==> config.mk <==
export PLATFORM = sky130hd
export DESIGN_NAME = cpc_lowrom_bank_ctrl_flat
export DESIGN_NICKNAME = d
export VERILOG_FILES = /design/src/rtl/cpc_lowrom_bank_ctrl_if.sv /design/src/rtl/cpc_lowrom_bank_ctrl.sv /design/src/flat_wrapper.sv
export SDC_FILE = /design/constraint.sdc
export NUM_CORES = 1
export LEC_CHECK = 0
export CAP_MARGIN = 40
export CORE_MARGIN = 2
export CORE_UTILIZATION = 29
export CTS_CLUSTER_SIZE = 12
export DETAILED_ROUTE_END_ITERATION = 8
export PLACE_DENSITY = 0.78
export SYNTH_ARGS = -nofsm -noshare
export SYNTH_HDL_FRONTEND = slang
export SYNTH_SLANG_ARGS = --single-unit
==> constraint.sdc <==
create_clock -name CLK -period 2.05 [get_ports CLK]
set_input_delay 0.41 -clock CLK [delete_from_list [all_inputs] [get_ports CLK]]
set_output_delay 0.41 -clock CLK [all_outputs]
set_load 0.02 [all_outputs]
==> src/rtl/cpc_lowrom_bank_ctrl_if.sv <==
// ============================================================================
// cpc_lowrom_bank_ctrl_if
// ----------------------------------------------------------------------------
// Purpose : Groups the CPC expansion-connector signals seen by the low ROM
//           bank controller. It covers the Z80 address, data and strobes, the
//           gate-array ROM enable and the board DISABLE link, plus the ROM
//           chip select, ROMDIS, bank lines and readback bus that the
//           controller drives back.
//
// Signals :
//   A        Z80 address bus A15..A0
//   D        Z80 data bus (sampled by the controller)
//   IOREQ_B  Z80 I/O request, active low
//   WR_B     Z80 write strobe, active low
//   RD_B     Z80 read strobe, active low
//   ROMEN_B  gate-array ROM enable, active low
//   DISABLE  board link/switch, active high, static
//   ROMCS_B  ROM chip select, active low
//   ROMDIS   internal ROM disable, active high
//   BANK     ROM upper address lines (BANK_BITS wide)
//   DOUT     readback data
//   DOE      readback output enable, active high
//
// Modports:
//   master - the CPC bus side (drives the Z80 signals, observes the outputs)
//   slave  - the bank controller
//
// BANK_BITS must match the BANK_BITS of the controller it is connected to.
// ============================================================================
interface cpc_lowrom_bank_ctrl_if #(
    parameter int BANK_BITS = 3
);
    logic [15:0]          A;
    logic [7:0]           D;
    logic                 IOREQ_B;
    logic                 WR_B;
    logic                 RD_B;
    logic                 ROMEN_B;
    logic                 DISABLE;
    logic                 ROMCS_B;
    logic                 ROMDIS;
    logic [BANK_BITS-1:0] BANK;
    logic [7:0]           DOUT;
    logic                 DOE;

    modport master (
        output A, D, IOREQ_B, WR_B, RD_B, ROMEN_B, DISABLE,
        input  ROMCS_B, ROMDIS, BANK, DOUT, DOE
    );

    modport slave (
        input  A, D, IOREQ_B, WR_B, RD_B, ROMEN_B, DISABLE,
        output ROMCS_B, ROMDIS, BANK, DOUT, DOE
    );
endinterface

==> src/rtl/cpc_lowrom_bank_ctrl.sv <==
// ============================================================================
// cpc_lowrom_bank_ctrl
// ----------------------------------------------------------------------------
// Purpose : Bus-snooping controller for a multi-bank low ROM expansion board
//           on the Amstrad CPC. It watches Z80 OUT cycles to one control
//           port. A two-byte unlock key (KEY1, KEY2) arms the controller, and
//           the next write to the port loads the enable bit (data[7]) and the
//           bank number (data[BANK_BITS-1:0]). The controller then locks
//           again. The registers drive the flash upper address lines, the ROM
//           chip select and the ROMDIS override.
//
// Ports   :
//   CLK      CPC 4 MHz Z80 clock, all state changes on the rising edge
//   RESET_B  asynchronous active-low reset
//   bus      cpc_lowrom_bank_ctrl_if.slave: Z80 bus inputs, ROMEN_B, DISABLE,
//            and the ROMCS_B / ROMDIS / BANK / DOUT / DOE outputs
//
// Build option:
//   LOWROM_READBACK_EN - when defined, an IN from the control port returns
//   {en, state[1:0], bank zero-extended to 5 bits} with DOE asserted. When
//   undefined, DOUT is 8'h00 and DOE is 0, and no read decode exists.
// ============================================================================
module cpc_lowrom_bank_ctrl #(
    parameter logic [15:0]          PORT_ADDR  = 16'hFEE8,
    parameter int                   BANK_BITS  = 3,
    parameter logic [7:0]           KEY1       = 8'hA5,
    parameter logic [7:0]           KEY2       = 8'h5A,
    parameter bit                   RESET_EN   = 1'b1,
    parameter logic [BANK_BITS-1:0] RESET_BANK = '0
) (
    input  logic                  CLK,
    input  logic                  RESET_B,
    cpc_lowrom_bank_ctrl_if.slave bus
);

    // The state codes are visible through readback, so they are fixed here.
    typedef enum logic [1:0] {
        LOCKED   = 2'b00,
        KEY1_OK  = 2'b01,
        UNLOCKED = 2'b10
    } state_t;

    state_t               r_state;
    logic                 r_en;
    logic [BANK_BITS-1:0] r_bank;
    logic                 r_iowrQ;

    logic w_iowr;
    logic w_event;
    logic w_act;

    // An OUT to the control port is recognised as soon as IOREQ_B and WR_B
    // are both low with the port address on the bus.
    assign w_iowr = !bus.IOREQ_B && !bus.WR_B && (bus.A == PORT_ADDR);

    // The event is the first clock that sees the write.
    // Wait states keep w_iowr high, but r_iowrQ suppresses the repeats, so
    // each OUT produces exactly one event.
    assign w_event = w_iowr && !r_iowrQ;

    // Unlock sequencer and the bank/enable register share one block, because
    // the register may only load in the UNLOCKED state.
    // r_iowrQ resets to 1. A write that is still active when reset is
    // released therefore cannot produce a spurious event.
    // The FSM acts on D in the same clock as the event.
    always_ff @(posedge CLK or negedge RESET_B) begin
        if (!RESET_B) begin
            r_state <= LOCKED;
            r_en    <= RESET_EN;
            r_bank  <= RESET_BANK;
            r_iowrQ <= 1'b1;
        end else begin
            r_iowrQ <= w_iowr;
            if (w_event) begin
                case (r_state)
                    LOCKED: begin
                        if (bus.D == KEY1)
                            r_state <= KEY1_OK;
                    end
                    KEY1_OK: begin
                        // A repeated KEY1 re-arms instead of aborting. An
                        // unlock retried after a stray byte then still works.
                        if (bus.D == KEY2)
                            r_state <= UNLOCKED;
                        else if (bus.D == KEY1)
                            r_state <= KEY1_OK;
                        else
                            r_state <= LOCKED;
                    end
                    UNLOCKED: begin
                        r_en    <= bus.D[7];
                        r_bank  <= bus.D[BANK_BITS-1:0];
                        r_state <= LOCKED;
                    end
                    default: begin
                        r_state <= LOCKED;
                    end
                endcase
            end
        end
    end

    // DISABLE masks the outputs only. The register can still be programmed
    // while the board is switched off.
    assign w_act = r_en && !bus.DISABLE;

    // The board serves the lower 16K only, so A14 low selects the ROM.
    assign bus.ROMCS_B = bus.ROMEN_B || bus.A[14] || !w_act;
    assign bus.ROMDIS  = w_act && !bus.A[14];
    assign bus.BANK    = r_bank;

`ifdef LOWROM_READBACK_EN
    logic [4:0] w_bank5;
    logic [1:0] w_stateCode;

    // The bank is always presented as 5 bits so that the DOUT layout does not
    // depend on BANK_BITS.
    always_comb begin
        w_bank5                  = '0;
        w_bank5[BANK_BITS-1:0]   = r_bank;
    end

    assign w_stateCode = r_state;
    assign bus.DOE     = !bus.IOREQ_B && !bus.RD_B && (bus.A == PORT_ADDR);
    assign bus.DOUT    = {r_en, w_stateCode, w_bank5};
`else
    logic w_unusedRdB;

    // Without readback the read strobe is not needed.
    assign w_unusedRdB = bus.RD_B;
    assign bus.DOE     = 1'b0;
    assign bus.DOUT    = 8'h00;
`endif

endmodule
==> src/flat_wrapper.sv <==
// flat-port wrapper written by rule: the top's interface ports become plain ports
module cpc_lowrom_bank_ctrl_flat 
#(
    parameter logic [15:0]          PORT_ADDR  = 16'hFEE8,
    parameter int                   BANK_BITS  = 3,
    parameter logic [7:0]           KEY1       = 8'hA5,
    parameter logic [7:0]           KEY2       = 8'h5A,
    parameter bit                   RESET_EN   = 1'b1,
    parameter logic [BANK_BITS-1:0] RESET_BANK = '0
)
  (CLK, RESET_B, bus_A, bus_D, bus_IOREQ_B, bus_WR_B, bus_RD_B, bus_ROMEN_B, bus_DISABLE, bus_ROMCS_B, bus_ROMDIS, bus_BANK, bus_DOUT, bus_DOE);
  cpc_lowrom_bank_ctrl_if #(.BANK_BITS(BANK_BITS)) bus_i ();
  input  logic CLK;
  input  logic RESET_B;
  input wire logic [$bits(bus_i.A)-1:0] bus_A;
  input wire logic [$bits(bus_i.D)-1:0] bus_D;
  input wire logic [$bits(bus_i.IOREQ_B)-1:0] bus_IOREQ_B;
  input wire logic [$bits(bus_i.WR_B)-1:0] bus_WR_B;
  input wire logic [$bits(bus_i.RD_B)-1:0] bus_RD_B;
  input wire logic [$bits(bus_i.ROMEN_B)-1:0] bus_ROMEN_B;
  input wire logic [$bits(bus_i.DISABLE)-1:0] bus_DISABLE;
  output wire logic [$bits(bus_i.ROMCS_B)-1:0] bus_ROMCS_B;
  output wire logic [$bits(bus_i.ROMDIS)-1:0] bus_ROMDIS;
  output wire logic [$bits(bus_i.BANK)-1:0] bus_BANK;
  output wire logic [$bits(bus_i.DOUT)-1:0] bus_DOUT;
  output wire logic [$bits(bus_i.DOE)-1:0] bus_DOE;
  assign bus_i.A = bus_A;
  assign bus_i.D = bus_D;
  assign bus_i.IOREQ_B = bus_IOREQ_B;
  assign bus_i.WR_B = bus_WR_B;
  assign bus_i.RD_B = bus_RD_B;
  assign bus_i.ROMEN_B = bus_ROMEN_B;
  assign bus_i.DISABLE = bus_DISABLE;
  assign bus_ROMCS_B = bus_i.ROMCS_B;
  assign bus_ROMDIS = bus_i.ROMDIS;
  assign bus_BANK = bus_i.BANK;
  assign bus_DOUT = bus_i.DOUT;
  assign bus_DOE = bus_i.DOE;
  cpc_lowrom_bank_ctrl #(.PORT_ADDR(PORT_ADDR), .BANK_BITS(BANK_BITS), .KEY1(KEY1), .KEY2(KEY2), .RESET_EN(RESET_EN), .RESET_BANK(RESET_BANK)) u_core (.CLK(CLK), .RESET_B(RESET_B), .bus(bus_i));
endmodule
* Word level (Yosys, flattened, before mapping)
Index checks and enable logic that the tools add are counted.
** Storage, ports and cells
- Output and inout port bits :: 14
- Input bits :: 31
- Word-level logic and storage cells :: 30
- Flip-flop bits (word level) :: 7
** Cells by class
- Reductions and logical operators :: 16
- Muxes and demuxes :: 4
- Equality and inequality tests :: 6
** Operators by type and width (count)
- 16-bit equality test (second input constant) :: 1
- 8-bit by 7-bit equality test with 1-bit output (second input constant) :: 1
- 8-bit equality test (second input constant) :: 1
- 1-bit logical NOT :: 6
- 1-bit logical AND :: 5
- 2-bit two-way mux :: 2
- 2-bit one-hot mux with 2 select lines :: 1
- 2-bit AND reduction :: 2
- 2-bit by 1-bit equality test with 1-bit output (second input constant) :: 1
- 2-bit equality test (second input constant) :: 1
- 2-bit logical NOT :: 1
- 1-bit logical OR :: 2
- 2-bit by 1-bit inequality test with 1-bit output (second input constant) :: 1
- 1-bit two-way mux :: 1

* Depth between registers and ports, before layout
- Depth after elaboration :: 5
- Gate-level depth with buffers :: 4
- Gate-level depth less buffers :: 4

* Worst setup path after synthesis
Ideal clock, no wire load.
- Path type :: input port to flip-flop
- From :: input port bus_A[14]
- To :: register u_core.r_bank[0], in the netlist u_core.bus.BANK[0]
- Cell stages on the path :: 4
- Arrival :: 1.742 ns
- Path buffers :: 0
- Data required time :: 1.925 ns
- Setup time :: 0.125 ns
- Slack :: 0.183 ns
- Path through :: nand4_1 -> or4b_4 -> or3_4 -> mux2_4
** On the way
- Longest elaborated chain between the ends :: 4
** Ends and longest elaborated chain
- start: declaration :: RTL line flat_wrapper.sv:15 : input wire logic [$bits(bus_i.A)-1:0] bus_A;
- 16-bit equality test :: RTL line cpc_lowrom_bank_ctrl.sv:54 : assign w_iowr = !bus.IOREQ_B && !bus.WR_B && (bus.A == PORT_ADDR);
- 1-bit logical AND :: RTL line cpc_lowrom_bank_ctrl.sv:54
- 1-bit logical AND :: RTL line cpc_lowrom_bank_ctrl.sv:59 : assign w_event = w_iowr && !r_iowrQ;
- 2-bit AND reduction (no line)
- end signal: assignment :: RTL line cpc_lowrom_bank_ctrl.sv:92 : r_bank <= bus.D[BANK_BITS-1:0];
- end: declaration :: RTL line cpc_lowrom_bank_ctrl.sv:45 : logic [BANK_BITS-1:0] r_bank;
No other way between the ends.
A chain may end at the register's enable or synchronous reset.

* Worst setup path after layout
- From :: input port bus_A[8]
- To :: register u_core.r_bank[2], in the netlist u_core.bus.BANK[2]
The elaborated chain is that of the path after synthesis.

==> run summary <==
Global-route wire length before repair: 1.725 mm
Crit Path Category: input pin to flop
Number of antenna-violating nets in the routed design: 0
Depth of the worst register-to-register path: 4
Vias in the first global route: 451
Largest net degree at the start of global routing: 8
Final core occ: 56.89%
Worst Slack Setup Final: 0.07647 ns
FF-to-FF Start: u_core.r_state[1]$_DFFE_PN0P_
PwrDens: 398.3 nW/um^2
Root Driver: clkbuf_4
DR vias: 445
Reg area: 177.7 sq um
Worst-path clk slew: 0.05 ns
Detailed-route wire length per cell: 10.81 um
Final setup vio count: 0
GPL Wtd Cong: 0.6787
RSZ-0062 raised after global routing: false
DR vias/cell: 4.495
Placed insts: 95
GRT overflow: 0
Fin crit share: 96.27%
Flops & latches, synth: 7
Place WS: -0.3458 ns
# port buffers: 34
Initial DRC Count: 5
Distinct cells, synth: 21
I/O pins: 45
Max-cap viol count: 0
DRT Wirelength: 1.070 mm
Post-synthesis instance area: 467.9 sq um
Register area share after synthesis: 37.97%
Max-slew violation count: 0
Most frequent cells in the layout: 26 x clkdlybuf4s50_1, 9 x conb_1, 6 x dlymetal6s2s_1
Row Count: 14
P_leak: 0.0004141 uW
Worst Hold Class: input pin to async pin
Result of the run: finished clean
CP endpoint kind: flop
CP Launch Point: bus_A[8]
TritonRoute pass-1 iters: 4
Final Net Count: 115
Worst EP required: 2.18 ns
Setup slack, reg-to-reg: 0.47 ns
Area growth syn-to-layout: 83.16%
Layout cell share with drive strength beyond 1: 19.28%
Initial Util: 31.06%
DIE HEIGHT: 44.17 um
Clock Latency Late Sink: 0.24 ns
CTS Buf Count: 3
CTS H-tree lvls: 1
Die ar.: 1951 sq um
Period minus WS final: 1.974 ns
Skew final: 0.00006253 ns
DRC: 0
Worst VDD drop: 0.2389 mV
Crit path max fanout: 4
Die W: 44.17 um
Clock sinks: 7
Floorplan Core Area: 1506 sq um
Yosys warns: 0
Worst R2R End: u_core.bus.BANK[2]$_DFFE_PN0P_
Most common cell after layout, fill and taps aside: clkdlybuf4s50_1
Worst setup SP type: input pin
Hold Vio Cnt, Final: 0
Antenna diode count: 0
Initial antenna violation count: 0
Filler instances: 126
Max Root-Sink Buffers: 2
Avg Cell Area, Syn: 10.88 sq um
Total GRT Usage: 12.35%
Multi-input gate area: 254.0 sq um
Max Freq: 506.7 MHz
Post-DP HPWL: 972.2 um
CP Data Arrival Time: 2.10 ns
Mapped Cells: 43
Final cell count without fillers: 99
CTS tree: done
CP Capture Point: u_core.bus.BANK[2]$_DFFE_PN0P_
-- synthesized netlist by cell type --
| cell type | number | area [sq um] |
|---|---|---|
| inv_1 | 1 | 3.750 |
| nand2b_1 | 1 | 6.260 |
| or3_1 | 1 | 6.260 |
| mux2_2 | 1 | 11.26 |
| dfstp_2 | 2 | 52.55 |
| nand4_1 | 3 | 18.77 |
| mux2i_1 | 1 | 10.01 |
| dfrtp_1 | 5 | 125.1 |
| mux2_4 | 4 | 60.06 |
| or4b_4 | 1 | 13.76 |
| nor4bb_1 | 2 | 20.02 |
| buf_4 | 9 | 67.56 |
| nand2_1 | 2 | 7.510 |
| nor4_1 | 1 | 6.260 |
| nor3b_1 | 1 | 7.510 |
| conb_1 | 1 | 3.750 |
| or3_4 | 1 | 11.26 |
| nor4b_1 | 1 | 8.760 |
| nand4b_1 | 1 | 8.760 |
| nor3_1 | 3 | 15.01 |
| nor2_1 | 1 | 3.750 |
-- registers in the layout, indices dropped and copies added, names as in the netlist --
register,cells
u_core.r_en,1
u_core.bus.BANK,3
u_core.r_state,2
u_core.r_iowrQ,1
-- layer usage --
metal,GRT usage (%),wire length [um],up-vias
met5,0,0,-
met4,5.455,6,0
met3,5.306,85,2
met2,21.47,616,19
met1,12.85,363,202
li1,-,-,222
-- through the flow --
step	setup TNS (ns)	total power (uW)	area, sq um	hold WS (ns)
after global placement	-2.115	220.8	813.3	0.4965
after CTS	0	348.7	837.1	0.4266
after detailed placement	-2.259	221.7	813.3	0.5003
after global routing	0	361.7	857.1	0.4356
final	0	341.4	857.1	0.4223
after floorplan	0	172.5	498.0	0.1144
-- where the power goes --
part,switching (uW),internal [uW],total [uW]
clock network,49.3,74.2,124
registers,0.0131,139,139
logic,28.8,50.6,79.3
-- worst min-delay path by stage --
stage                                         startpoint                        endpoint  cells past startpoint
after floorplan                                  RESET_B  u_core.bus.BANK[0]$_DFFE_PN0P_                      0
after global placement    u_core.bus.BANK[2]$_DFFE_PN0P_  u_core.bus.BANK[2]$_DFFE_PN0P_                      1
after detailed placement  u_core.bus.BANK[0]$_DFFE_PN0P_  u_core.bus.BANK[0]$_DFFE_PN0P_                      1
after CTS                                        RESET_B  u_core.bus.BANK[0]$_DFFE_PN0P_                      1
after global routing                             RESET_B  u_core.bus.BANK[2]$_DFFE_PN0P_                      1
final                                            RESET_B  u_core.bus.BANK[0]$_DFFE_PN0P_                      1
-- timing repair --
action,CTS,global route
resized for setup,2,7
setup endpoints to repair,6,7
cloned,0,0
buffers inserted,0,0
pin swaps,2,4
hold endpoints to repair,0,0
hold buffers,0,0
-- cells by family (layout without fill, tap and decap cells) --
logic type    after synthesis  count (layout)  synth area share, %
simple gates               19              19                28.61
buf+inv                    10              42                15.24
flops                       7               7                37.97
mux                         6               6                17.38
other cells                 1               9               0.8014
-- area by class of cell --
class                           instances  share of cell area (%)
Multi-Input combinational cell         34                   29.64
Timing Repair Buffer                   37                   43.80
Tap cell                               16                   2.336
Clock buffer                            4                   3.066
Inverter                                1                  0.4380
Sequential cell                         7                   20.73
-- critical path: stages --
cell and delay, ns:
clkdlybuf4s50_1 0.40, or4b_4 0.54, or3_4 0.45, mux2_4 0.31
(Power assumes the default switching activity.)
